`src/rtl/mpu_table_writer_if.sv`:
```
// Interface for mpu_table_writer: the command port toward the configuring
// master and the memory initiator port toward the arbiter.
interface mpu_table_writer_if #(
    parameter int IDX_W = 4
) ();
    logic             cfg_valid;
    logic             cfg_ready;
    logic             cfg_op;
    logic [IDX_W-1:0] cfg_index;
    logic [31:0]      cfg_pc_lo;
    logic [31:0]      cfg_perm;
    logic [31:0]      cfg_pc_hi;
    logic [31:0]      cfg_data_lo;
    logic [31:0]      cfg_data_hi;
    logic             cfg_done;
    logic             cfg_err;
    logic             busy;
    logic             mem_req;
    logic             mem_gnt;
    logic [3:0]       mem_wen;
    logic [21:0]      mem_addr;
    logic [31:0]      mem_wdata;
    logic [31:0]      mem_rdata;
    logic             mpu_inval;

    // Writer side
    modport slave (
        input  cfg_valid, cfg_op, cfg_index, cfg_pc_lo, cfg_perm, cfg_pc_hi,
               cfg_data_lo, cfg_data_hi, mem_gnt, mem_rdata,
        output cfg_ready, cfg_done, cfg_err, busy, mem_req, mem_wen,
               mem_addr, mem_wdata, mpu_inval
    );

    // Configuring master / memory side
    modport master (
        output cfg_valid, cfg_op, cfg_index, cfg_pc_lo, cfg_perm, cfg_pc_hi,
               cfg_data_lo, cfg_data_hi, mem_gnt, mem_rdata,
        input  cfg_ready, cfg_done, cfg_err, busy, mem_req, mem_wen,
               mem_addr, mem_wdata, mpu_inval
    );
endinterface

```
`src/rtl/mpu_table_writer.sv`:
```
// mpu_table_writer: programs the MPU rule table in main memory. One command
// writes a single 5-word entry or clears every entry, optionally reads each
// word back for verification, and pulses mpu_inval so mem_mpu reloads.
module mpu_table_writer #(
    parameter int MPU_START_ADDR = 768,
    parameter int MPU_ITEM_NUM   = 16,
    parameter int MPU_ITEM_LEN   = 5,
    parameter int IDX_W          = 4,
    parameter int VERIFY         = 1
) (
    input logic               clk,
    input logic               reset,
    mpu_table_writer_if.slave bus
);
    localparam logic [21:0]      START_A  = 22'(MPU_START_ADDR);
    localparam logic [21:0]      LEN_A    = 22'(MPU_ITEM_LEN);
    localparam logic [2:0]       W_LAST   = 3'(MPU_ITEM_LEN - 1);
    localparam logic [IDX_W-1:0] ENT_LAST = IDX_W'(MPU_ITEM_NUM - 1);

    typedef enum logic [2:0] {S_IDLE, S_WRITE, S_RDBK, S_DONE, S_ERR} state_t;

    state_t           state_q, state_d;
    logic [2:0]       w_q, w_d;          // word within the entry
    logic [IDX_W-1:0] ent_q, ent_d;      // entry being addressed
    logic [1:0]       ph_q, ph_d;        // readback phase: addr, wait, compare
    logic             op_q, op_d;        // 1 = clear all
    logic             wrote_q, wrote_d;  // any word committed to memory
    logic [31:0]      word_q [5];        // latched entry contents

    logic [31:0]      word_c;
    logic [21:0]      addr_c;
    logic [31:0]      idx_ext;
    logic             idx_bad;
    logic             last_word, last_item, seq_end;
    logic [2:0]       nxt_w;
    logic [IDX_W-1:0] nxt_ent;

    logic             ready_c, done_c, err_c, busy_c, req_c, inval_c;
    logic [3:0]       wen_c;
    logic [21:0]      maddr_c;
    logic [31:0]      wdata_c;

    assign addr_c    = START_A + 22'(ent_q) * LEN_A + 22'(w_q);
    assign idx_ext   = 32'(bus.cfg_index);
    assign idx_bad   = !bus.cfg_op && (idx_ext >= 32'(MPU_ITEM_NUM));
    assign last_word = (w_q == W_LAST);
    assign last_item = !op_q || (ent_q == ENT_LAST);

    // Control state register; an in-flight command is abandoned on reset
    always_ff @(posedge clk) begin
        if (reset) begin
            state_q <= S_IDLE;
            w_q     <= '0;
            ent_q   <= '0;
            ph_q    <= '0;
            op_q    <= 1'b0;
            wrote_q <= 1'b0;
        end else begin
            state_q <= state_d;
            w_q     <= w_d;
            ent_q   <= ent_d;
            ph_q    <= ph_d;
            op_q    <= op_d;
            wrote_q <= wrote_d;
        end
    end

    // Capture the entry payload at command acceptance
    always_ff @(posedge clk) begin
        if (bus.cfg_valid && state_q == S_IDLE) begin
            word_q[0] <= bus.cfg_pc_lo;
            word_q[1] <= bus.cfg_perm;
            word_q[2] <= bus.cfg_pc_hi;
            word_q[3] <= bus.cfg_data_lo;
            word_q[4] <= bus.cfg_data_hi;
        end
    end

    // Word value for the current position; a cleared entry has lo > hi
    always_comb begin
        word_c = '0;
        if (op_q) begin
            word_c = (w_q == 3'd0) ? 32'hFFFF_FFFF : 32'h0;
        end else begin
            case (w_q)
                3'd0:    word_c = word_q[0];
                3'd1:    word_c = word_q[1];
                3'd2:    word_c = word_q[2];
                3'd3:    word_c = word_q[3];
                3'd4:    word_c = word_q[4];
                default: word_c = '0;
            endcase
        end
    end

    // Position advance shared by the write and readback passes
    always_comb begin
        nxt_w   = w_q + 3'd1;
        nxt_ent = ent_q;
        seq_end = 1'b0;
        if (last_word) begin
            nxt_w = '0;
            if (last_item) begin
                seq_end = 1'b1;
                nxt_ent = op_q ? '0 : ent_q;  // rewind for the readback pass
            end else begin
                nxt_ent = ent_q + IDX_W'(1);
            end
        end
    end

    // Next state and outputs
    always_comb begin
        state_d = state_q;
        w_d     = w_q;
        ent_d   = ent_q;
        ph_d    = ph_q;
        op_d    = op_q;
        wrote_d = wrote_q;
        ready_c = 1'b0;
        done_c  = 1'b0;
        err_c   = 1'b0;
        busy_c  = 1'b1;
        req_c   = 1'b0;
        inval_c = 1'b0;
        wen_c   = 4'h0;
        maddr_c = '0;
        wdata_c = '0;
        case (state_q)
            S_IDLE: begin
                ready_c = 1'b1;
                busy_c  = 1'b0;
                if (bus.cfg_valid) begin
                    op_d    = bus.cfg_op;
                    ent_d   = bus.cfg_op ? '0 : bus.cfg_index;
                    w_d     = '0;
                    ph_d    = '0;
                    wrote_d = 1'b0;
                    state_d = idx_bad ? S_ERR : S_WRITE;
                end
            end
            S_WRITE: begin
                req_c   = 1'b1;
                maddr_c = addr_c;
                wdata_c = word_c;
                if (bus.mem_gnt) begin
                    wen_c   = 4'hF;
                    wrote_d = 1'b1;
                    w_d     = nxt_w;
                    ent_d   = nxt_ent;
                    if (seq_end) state_d = (VERIFY != 0) ? S_RDBK : S_DONE;
                end
            end
            S_RDBK: begin
                req_c   = 1'b1;
                maddr_c = addr_c;
                if (!bus.mem_gnt) begin
                    ph_d = 2'd0;
                end else begin
                    case (ph_q)
                        2'd0:    ph_d = 2'd1;
                        2'd1:    ph_d = 2'd2;
                        default: begin
                            if (bus.mem_rdata != word_c) begin
                                state_d = S_ERR;
                            end else begin
                                ph_d  = 2'd0;
                                w_d   = nxt_w;
                                ent_d = nxt_ent;
                                if (seq_end) state_d = S_DONE;
                            end
                        end
                    endcase
                end
            end
            S_DONE: begin
                done_c  = 1'b1;
                inval_c = 1'b1;
                state_d = S_IDLE;
            end
            S_ERR: begin
                err_c   = 1'b1;
                inval_c = wrote_q;
                state_d = S_IDLE;
            end
            default: state_d = S_IDLE;
        endcase
    end

    assign bus.cfg_ready = ready_c;
    assign bus.cfg_done  = done_c;
    assign bus.cfg_err   = err_c;
    assign bus.busy      = busy_c;
    assign bus.mem_req   = req_c;
    assign bus.mem_wen   = wen_c;
    assign bus.mem_addr  = maddr_c;
    assign bus.mem_wdata = wdata_c;
    assign bus.mpu_inval = inval_c;
endmodule
```
`src/flat_wrapper.sv`:
```
// flat-port wrapper written by rule: the top's interface ports become plain ports
module mpu_table_writer_flat 
#(
    parameter int MPU_START_ADDR = 768,
    parameter int MPU_ITEM_NUM   = 16,
    parameter int MPU_ITEM_LEN   = 5,
    parameter int IDX_W          = 4,
    parameter int VERIFY         = 1
)
  (clk, reset, bus_cfg_valid, bus_cfg_op, bus_cfg_index, bus_cfg_pc_lo, bus_cfg_perm, bus_cfg_pc_hi, bus_cfg_data_lo, bus_cfg_data_hi, bus_mem_gnt, bus_mem_rdata, bus_cfg_ready, bus_cfg_done, bus_cfg_err, bus_busy, bus_mem_req, bus_mem_wen, bus_mem_addr, bus_mem_wdata, bus_mpu_inval);
  mpu_table_writer_if #(.IDX_W(IDX_W)) bus_i ();
  input logic clk;
  input logic reset;
  input wire logic [$bits(bus_i.cfg_valid)-1:0] bus_cfg_valid;
  input wire logic [$bits(bus_i.cfg_op)-1:0] bus_cfg_op;
  input wire logic [$bits(bus_i.cfg_index)-1:0] bus_cfg_index;
  input wire logic [$bits(bus_i.cfg_pc_lo)-1:0] bus_cfg_pc_lo;
  input wire logic [$bits(bus_i.cfg_perm)-1:0] bus_cfg_perm;
  input wire logic [$bits(bus_i.cfg_pc_hi)-1:0] bus_cfg_pc_hi;
  input wire logic [$bits(bus_i.cfg_data_lo)-1:0] bus_cfg_data_lo;
  input wire logic [$bits(bus_i.cfg_data_hi)-1:0] bus_cfg_data_hi;
  input wire logic [$bits(bus_i.mem_gnt)-1:0] bus_mem_gnt;
  input wire logic [$bits(bus_i.mem_rdata)-1:0] bus_mem_rdata;
  output wire logic [$bits(bus_i.cfg_ready)-1:0] bus_cfg_ready;
  output wire logic [$bits(bus_i.cfg_done)-1:0] bus_cfg_done;
  output wire logic [$bits(bus_i.cfg_err)-1:0] bus_cfg_err;
  output wire logic [$bits(bus_i.busy)-1:0] bus_busy;
  output wire logic [$bits(bus_i.mem_req)-1:0] bus_mem_req;
  output wire logic [$bits(bus_i.mem_wen)-1:0] bus_mem_wen;
  output wire logic [$bits(bus_i.mem_addr)-1:0] bus_mem_addr;
  output wire logic [$bits(bus_i.mem_wdata)-1:0] bus_mem_wdata;
  output wire logic [$bits(bus_i.mpu_inval)-1:0] bus_mpu_inval;
  assign bus_i.cfg_valid = bus_cfg_valid;
  assign bus_i.cfg_op = bus_cfg_op;
  assign bus_i.cfg_index = bus_cfg_index;
  assign bus_i.cfg_pc_lo = bus_cfg_pc_lo;
  assign bus_i.cfg_perm = bus_cfg_perm;
  assign bus_i.cfg_pc_hi = bus_cfg_pc_hi;
  assign bus_i.cfg_data_lo = bus_cfg_data_lo;
  assign bus_i.cfg_data_hi = bus_cfg_data_hi;
  assign bus_i.mem_gnt = bus_mem_gnt;
  assign bus_i.mem_rdata = bus_mem_rdata;
  assign bus_cfg_ready = bus_i.cfg_ready;
  assign bus_cfg_done = bus_i.cfg_done;
  assign bus_cfg_err = bus_i.cfg_err;
  assign bus_busy = bus_i.busy;
  assign bus_mem_req = bus_i.mem_req;
  assign bus_mem_wen = bus_i.mem_wen;
  assign bus_mem_addr = bus_i.mem_addr;
  assign bus_mem_wdata = bus_i.mem_wdata;
  assign bus_mpu_inval = bus_i.mpu_inval;
  mpu_table_writer #(.MPU_START_ADDR(MPU_START_ADDR), .MPU_ITEM_NUM(MPU_ITEM_NUM), .MPU_ITEM_LEN(MPU_ITEM_LEN), .IDX_W(IDX_W), .VERIFY(VERIFY)) u_core (.clk(clk), .reset(reset), .bus(bus_i));
endmodule
```
`config.mk`:
```
export PLATFORM = sky130hd
export DESIGN_NAME = mpu_table_writer_flat
export DESIGN_NICKNAME = d
export VERILOG_FILES = /design/src/rtl/mpu_table_writer_if.sv /design/src/rtl/mpu_table_writer.sv /design/src/flat_wrapper.sv
export SDC_FILE = /design/constraint.sdc
export NUM_CORES = 1
export LEC_CHECK = 0
export CAP_MARGIN = 10
export CORE_AREA = 5 5 103 178
export CTS_BUF_LIST = sky130_fd_sc_hd__clkbuf_4 sky130_fd_sc_hd__clkbuf_8 sky130_fd_sc_hd__clkbuf_16
export DETAILED_ROUTE_END_ITERATION = 16
export DIE_AREA = 0 0 108 183
export PLACE_DENSITY = 0.94
export SETUP_SLACK_MARGIN = 0.4
export SLEW_MARGIN = 20
export SYNTH_ARGS = -nofsm -noshare
export SYNTH_HDL_FRONTEND = slang
export SYNTH_SLANG_ARGS = --single-unit
```
`constraint.sdc`:
```
create_clock -name clk -period 56 [get_ports clk]
set_input_delay 16.8 -clock clk [delete_from_list [all_inputs] [get_ports clk]]
set_output_delay 16.8 -clock clk [all_outputs]
set_load 0.01 [all_outputs]
```
# After elaboration in Yosys (flattened, before gate mapping)
# Memory sizes are Yosys's and may differ from the RTL's.
# Index checks and enable logic that the tools add are counted.
word_totals:
  ff_bits: 14
  ramBits: 160
  in_bits: 201
  word_cells: 101
  n_memories: 1
memory_table:
  columns: ["name", "depth", "width", "read_ports", "rd_clocked_by_memory_dff", "wr", "line_no", "rtl"]
  rows:
  - ["u_core.word_q", 5, 32, 5, 0, 5, "mpu_table_writer.sv:28", "logic [31:0] word_q [5];"]
classes:
  add_sub_neg: 4
  mul: 1
  magnitude_cmp: 1
  n_eq_ne: 19
  n_mux: 51
  n_reduce_logical: 18
op_table:
  columns: ["cell", "count"]
  rows:
  - ["$pmux 32 s5", 1]
  - ["$mux 32", 3]
  - ["$mux 4", 11]
  - ["$mux 3", 14]
  - ["$ne 32x32->1", 1]
  - ["$add 22x3->22", 1]
  - ["$mux 22", 1]
  - ["$pmux 3 s3", 2]
  - ["$eq 3x2->1 const B", 4]
  - ["$pmux 4 s3", 1]
  - ["$reduce_and 6->1", 2]
  - ["$add 10x7->11 const A", 1]
  - ["$mux 1", 11]
  - ["$ne 2x2->1 const B", 5]
  - ["$pmux 2 s2", 2]
  - ["$mul 4x3->7 const B", 1]
  - ["$eq 3x1->1 const B", 2]
  - ["$eq 3x3->1 const B", 2]
  - ["$logic_not 3->1", 2]
  - ["$mux 2", 3]
  - ["$reduce_and 3->1", 2]
  - ["$ge 4x5->1 const B", 1]
  - ["$ne 5x5->1 const B", 1]
  - ["$add 4x1->4 const B", 1]
  - ["14 further kinds", 19]

# Logic depth before layout (Yosys ltp)
# Gate-level depths: netlist of run 1.
logic_depth:
  ltp_word: 9
  depth_mapped: 15
  depth_no_buf: 11

# Worst setup path before layout of run 1
# Ideal clock, no wire load.
synth_timing:
  path_type: "input to output"
  startpoint: "in bus_mem_gnt"
  endpoint: "out bus_mem_wen[1]"
  t_arrival_ps: 17170
  t_required_ps: 39200
  setup_slack_ps: 22030
  stages: 2
  cell_sequence: "and2_1 > buf_4"
synth_between:
  elab_chain_len: 2
synth_rtl:
  columns: ["item", "line_no", "rtl"]
  rows:
  - ["start, declared", "flat_wrapper.sv:22", "input wire logic [$bits(bus_i.mem_gnt)-1:0] bus_mem_gnt;"]
  - ["$mux 4", "mpu_table_writer.sv:146", "if (bus.mem_gnt) begin"]
  - ["$mux 4", "mpu_table_writer.sv:129", "case (state_q)"]
  - ["end, declared", "flat_wrapper.sv:29", "output wire logic [$bits(bus_i.mem_wen)-1:0] bus_mem_wen;"]
# Every way passes these cells.

# Worst setup path in the final report of run 1
layout_timing:
  startpoint: "in bus_mem_gnt"
  endpoint: "out bus_mem_wen[3]"
# Same word-level chain as after synthesis.

==> results of run 1 <==
==> worst reg2reg max path: cells and delay by family, from the launching register on <==
kind                     cells  cell delay, ns
AO/OA/AOI/OAI                5            1.63
adder cells (fa/ha/maj)      1            0.20
buffers and inverters        2            0.65
flip-flops                   1            0.35
AND/OR/NAND/NOR              4            1.80
==> cells by family after synthesis <==
group,Yosys count
AOI/OAI and AO/OA,199
DFF,174
and+or+nand+nor,171
buffers and inverters,74
adders and majority gates,16
xor gates and xnor gates,7
muxes,3
other,1
==> stage by stage <==
| stage | utilization, % | area (um^2) | worst slack [ns] | power [mW] |
|---|---|---|---|---|
| 5_1_grt | 68.0 | 11400 | 20.97 | 0.353 |
| 3_5_place_dp | 64.6 | 10800 | 21.02 | 0.231 |
| 2_1_floorplan | - | 8240 | 22.03 | 0.202 |
| 4_1_cts | 68.0 | 11400 | 21.02 | 0.342 |
| 3_3_place_gp | 64.6 | 10800 | 21.06 | 0.229 |
| 6_report | 68.0 | 11400 | 21.03 | 0.342 |
==> cell usage after synthesis (15+ instances only) <==
cell type	number	area share, %
edfxtp_1	160	59
nor2_1	50	2.3
a21oi_1	48	2.9
nand2_1	24	1.1
nand3_1	24	1.5
a221oi_1	22	2.3
buf_4	18	1.6
inv_1	18	0.82
a222oi_1	17	2.1
buf_2	17	1.0
clkbuf_1	15	0.69
==> layout make-up <==
cell class | instances | area [um^2]
Fill cell | 1211 | 5350
Sequential cell | 174 | 5090
Multi-Input combinational cell | 408 | 2770
Timing Repair Buffer | 261 | 2590
Clock buffer | 19 | 440
Tap cell | 227 | 284
Clock inverter | 13 | 118
Inverter | 18 | 67.6
Antenna cell | 3 | 7.51
==> layout by cell type, fill, tap and decap left out, drive strengths merged, types with 13 or more instances in the layout <==
cell type,synthesis,routed
nor2,50,50
nand3,24,24
ha,14,14
dfxtp,14,14
clkbuf,15,19
edfxtp,160,160
nand2,24,24
a21oi,48,48
a222oi,17,17
inv,18,20
a22oi,13,13
a221oi,24,24
clkdlybuf4s50,0,252
==> worst max path at each step <==
stage | slack [ns] | end | startpoint
6_report | 21.03 | bus_mem_wen[3] | bus_mem_gnt
5_1_grt | 20.97 | bus_mem_wen[0] | bus_mem_gnt
4_1_cts | 21.02 | bus_mem_wen[3] | bus_mem_gnt
3_5_place_dp | 21.02 | bus_mem_wen[3] | bus_mem_gnt
3_3_place_gp | 21.06 | bus_mem_wen[2] | bus_mem_gnt
2_1_floorplan | 22.03 | bus_mem_wen[1] | bus_mem_gnt
==> state kept, by name, summed over array words and instances (netlist names) <==
register,cells
u_core.ph_q,2
u_core.ent_q,4
u_core.w_q,3
u_core.word_q,160
u_core.op_q,1
u_core.state_q,3
u_core.wrote_q,1
==> power breakdown <==
| group | total [mW] | switching (mW) | internal (mW) |
|---|---|---|---|
| Clock | 0.112 | 0.0497 | 0.0623 |
| Combinational | 0.0673 | 0.0361 | 0.0312 |
| Sequential | 0.162 | 0.00449 | 0.158 |
| Total | 0.342 | 0.0903 | 0.251 |
==> metal layers <==
layer / GRT usage, % / vias up / part of all wire, %
li1: - / 3026 / -
met1: 29.2 / 3301 / 33
met2: 48.5 / 485 / 52
met3: 6.13 / 99 / 8.4
met4: 17.1 / 0 / 6.5
met5: 0 / - / 0
==> summary.txt, run 1 <==
Detailed routing
  • Post-route ant nets: 0
  • Routed WL: 27.5 mm
  • Avg WL per Cell: 24.4 um
  • Iteration-0 DRC Markers: 826
  • Vias: 6911
  • DR DRC count: 0
  • Drt pass-1 iters: 6
  • DR vias/cell: 6.15

Floorplanning
  • I/O pin cnt: 265
  • Chip width: 108 um
  • Chip height: 183 um
  • Core ar.: 16700 um^2
  • Full die area: 19800 um^2
  • Row count: 63
  • Initial Utilization: 49.1%

Timing
  • Fin crit share: 62.4%
  • Slew margin rel.: 29.7%
  • Min Tclk post-route: 34.97 ns
  • RSZ-0062 raised after global routing: false
  • Fmax: 0.0286 GHz
  • TNS Setup: 0 ns
  • Skew final: 0.0109 ns
  • Final hold slack: 0.508 ns
  • Final hold violations: 0
  • Max Slew Vio Count: 0
  • Actual slew at the worst max-slew pin: 1.05 ns
  • Setup-failing EPs final: 0

Yosys
  • Mux cell area share after synthesis: 0.366%
  • Number of synthesized flops with an enable pin: 160
  • #FFs+latches synth: 174
  • Syn_area_per_cell: 12.7 um^2
  • Dominant synthesized flop cell: edfxtp_1
  • Synth Area in Adders: 2.62%
  • Synth Area in Compound Gates: 18.3%
  • Register area share after synthesis: 62.0%
  • Async S/R FF share, synth: 0%
  • Main combinational cell family by area after synthesis: compound AO/OA/AOI/OAI gates
  • Xor/xnor share of the synthesized area: 0.747%
  • Simple-gate portion of the synthesized area: 11.1%
  • Cells after synthesis: 645
  • Yosys warns: 0
  • Netlist cell types: 68
  • Synth Cell Area: 8200 um^2

Worst hold path
  • HP Class: flop to flop
  • Worst hold start: u_core.wrote_q
  • Hold Crit Endpoint: u_core.wrote_q
  • WHS Path Cells: 2

Clocking
  • Post-CTS Resized: 0
  • CTS max path bufs: 2
  • Htree depth: 4
  • Setup bufs post-CTS: 0
  • Clock latency on the worst-skew pair: 0.43 ns
  • CTS clk-pin slew, worst paths: 0.07 ns
  • # clock sinks: 174
  • Root Buffer Master: clkbuf_16
  • CTS Hold Bufs: 0
  • CTS buffer count: 17
  • Clock tree from TritonCTS: done

Worst setup path
  • Crit path launch type: primary input
  • Largest stage delay, worst path: 0.59 ns
  • Crit-path cells: clkdlybuf4s50_1 > and2_1 > clkdlybuf4s50_1
  • CP bufs+invs: 2
  • Slowest CP cell: clkdlybuf4s50_1
  • CP Depth: 3
  • Most used cell along the critical path: clkdlybuf4s50_1
  • Crit path kind: primary input to output pin
  • Crit path DAT: 18.17 ns
  • Endpoint class of the critical path: output pin
  • R2R setup slack: 51.22 ns
  • Reg2Reg Capture Point: u_core.w_q[0]
  • Cells on worst reg2reg path: 12
  • Top delay family on crit path: buffers and inverters
  • Worst Path Required: 39.20 ns
  • Reg2reg start: u_core.w_q[1]
  • CP Max Fanout: 5

GRT
  • Vias in the first global route: 6998
  • First-pass GRT wire length: 39.6 mm
  • Largest net degree at the start of global routing: 84
  • Initial antenna violation count: 3
  • Total grt overflow: 0
  • GRT Total Usage: 27.4%

Place
  • Port buffer count: 252
  • Post-DP HPWL: 20.4 mm
  • Gp weighted congestion: 0.972
  • Inst Count DP: 1088

Cells and area
  • Share of cells above drive strength 1: 6.83%
  • Post-Layout Cell Count: 1123
  • Nets: 1097
  • Area growth syn-to-layout: 38.5%

Power
  • Pwr Density: 30.1 nW/um^2
  • VDD IR max: 0.0248 mV
  • P_leak: 4.02 nW

Outcome
  • Status: completed

Job
  • Max-Cap Viols: 0
Note: power is estimated with default switching activity, not from simulation.
==> run 2, diff against run 1 <==
- CORE_AREA: 5 5 103 178 -> 5 5 112 193
- DIE_AREA: 0 0 108 183 -> 0 0 117 198
- PLACE_DENSITY: 0.94 -> 0.85
- clock period: 56 -> 30.5 ns (I/O delays scaled with it)
==> run 2 against run 1 <==
Against the previous run:
- critical path depth unchanged
- sequential cell count is the same
- via count down 2.2%
- highest routed layer unchanged
==> summary.txt, run 2 (synthesis gave the netlist of run 1 again) <==
Power
  • Sequential share of power: 46.4%
  • Comb pwr share: 19.6%
  • Int Power: 469 uW
  • Sw frac: 26.8%
  • Pwr Density: 56.0 nW/um^2
  • Psw: 171 uW
  • Clock power share: 34.0%
  • P_leak: 4.03 nW
  • VDD IR max: 0.0546 mV
  • Power Total: 641 uW

Floorplanning
  • I/O pin cnt: 265
  • Chip width: 117 um
  • Row count: 68
  • Chip height: 198 um
  • Full die area: 23200 um^2
  • Core ar.: 19700 um^2
  • Initial Utilization: 41.6%

Clocking
  • CTS buffer count: 17
  • Post-CTS Resized: 0
  • Htree depth: 4
  • CTS Hold Bufs: 0
  • # clock sinks: 174
  • Root Buffer Master: clkbuf_16
  • CTS max path bufs: 2
  • CTS clk-pin slew, worst paths: 0.06 ns
  • Clock tree from TritonCTS: done
  • Clock latency on the worst-skew pair: 0.43 ns
  • Setup bufs post-CTS: 0

Cells and area
  • Most frequent cells in the layout: clkdlybuf4s50_1 (252), edfxtp_1 (160), nor2_1 (50)
  • Post-route cell area: 11400 um^2
  • Most common cell after layout, fill and taps aside: clkdlybuf4s50_1
  • Area growth syn-to-layout: 39.4%
  • Nets: 1097
  • Biggest regs: u_core.word_q x160, u_core.ent_q x4
  • Most flop-heavy register: u_core.word_q
  • Largest register FFs: 160
  • Post-Route Utilization: 57.9%
  • Share of cells above drive strength 1: 6.94%

Outcome
  • Status: completed

GRT
  • First-pass GRT wire length: 40.2 mm
  • Largest net degree at the start of global routing: 88
  • Vias in the first global route: 6925
  • Initial antenna violation count: 2
  • GRT Total Usage: 23.6%
  • Total grt overflow: 0

Timing
  • RSZ-0062 raised after global routing: false
  • Fin crit share: 64.5%
  • Min Tclk post-route: 19.68 ns
  • TNS Setup: 0 ns
  • Setup-failing EPs final: 0
  • Skew final: 0.0116 ns
  • Slew margin rel.: 34.4%
  • Fmax: 0.0508 GHz
  • Final hold violations: 0
  • Max Slew Vio Count: 0
  • Actual slew at the worst max-slew pin: 0.983 ns
  • Worst Slack Setup Final: 10.82 ns

Worst setup path
  • Crit path launch type: primary input
  • Crit path DAT: 10.53 ns
  • Crit path kind: primary input to output pin
  • Worst Path Required: 21.35 ns
  • CP Max Fanout: 5
  • Endpoint class of the critical path: output pin

Detailed routing
  • DR DRC count: 0
  • Drt pass-1 iters: 8
  • Iteration-0 DRC Markers: 667
  • Post-route ant nets: 0
  • Vias: 6762
  • Avg WL per Cell: 24.4 um
  • Routed WL: 27.8 mm
  • DR vias/cell: 5.93

Place
  • Gp weighted congestion: 0.950
  • Post-Place Setup Slack: 10.83 ns
  • Post-DP HPWL: 20.9 mm
  • Cell Area, Placed: 10800 um^2
  • Port buffer count: 252

Job
  • Max-Cap Viols: 0

Worst hold path
  • HP Class: flop to flop
run 2: worst paths after layout:
check,startpoint,endpoint,slack (ns),depth (start not counted)
setup reg to reg,u_core.w_q[1],u_core.ent_q[3],25.88,12
hold reg to reg,u_core.wrote_q,u_core.wrote_q,0.52,2
hold / removal,u_core.wrote_q,u_core.wrote_q,0.52,2
setup / recovery,bus_mem_gnt,bus_mem_wen[1],10.82,3
run 2: cell type report:
| class | count | area [um^2] |
|---|---|---|
| flip-flops and latches | 174 | 5090 |
| repair buffers | 261 | 2610 |
| well taps | 245 | 307 |
| inverters | 18 | 67.6 |
| diodes | 2 | 5.00 |
| clock inverters | 15 | 160 |
| clock buffers | 17 | 425 |
| fillers | 1589 | 8310 |
| multi-input cells | 408 | 2770 |
run 2: power groups by stage:
| stage | Combinational, mW | Sequential, mW | Clock [mW] |
|---|---|---|---|
| 5_1_grt | 0.134 | 0.299 | 0.231 |
| 3_5_place_dp | 0.123 | 0.302 | 0 |
| 6_report | 0.126 | 0.297 | 0.218 |
| 4_1_cts | 0.124 | 0.297 | 0.220 |
| 3_3_place_gp | 0.121 | 0.301 | 0 |
| 2_1_floorplan | 0.0617 | 0.309 | 0 |
run 2: critical path, stage by stage:
cell and delay (ns):
clkdlybuf4s50_1 0.51, and2_1 0.28, clkdlybuf4s50_1 0.59
run 2: routing by layer:
layer / GRT usage (%) / part of all wire (%) / vias up
met5: 0 / 0 / -
met4: 12.2 / 5.0 / 0
met3: 4.89 / 8.5 / 72
met2: 41.9 / 52 / 415
met1: 26.0 / 34 / 3246
li1: - / - / 3029
run 2: metrics by stage:
step / instances / hold WS [ns]
final: 1140 / 0.519
after CTS: 1137 / 0.518
after floorplan: 656 / 0.469
after global placement: 1105 / 0.496
after global routing: 1140 / 0.551
after detailed placement: 1105 / 0.503
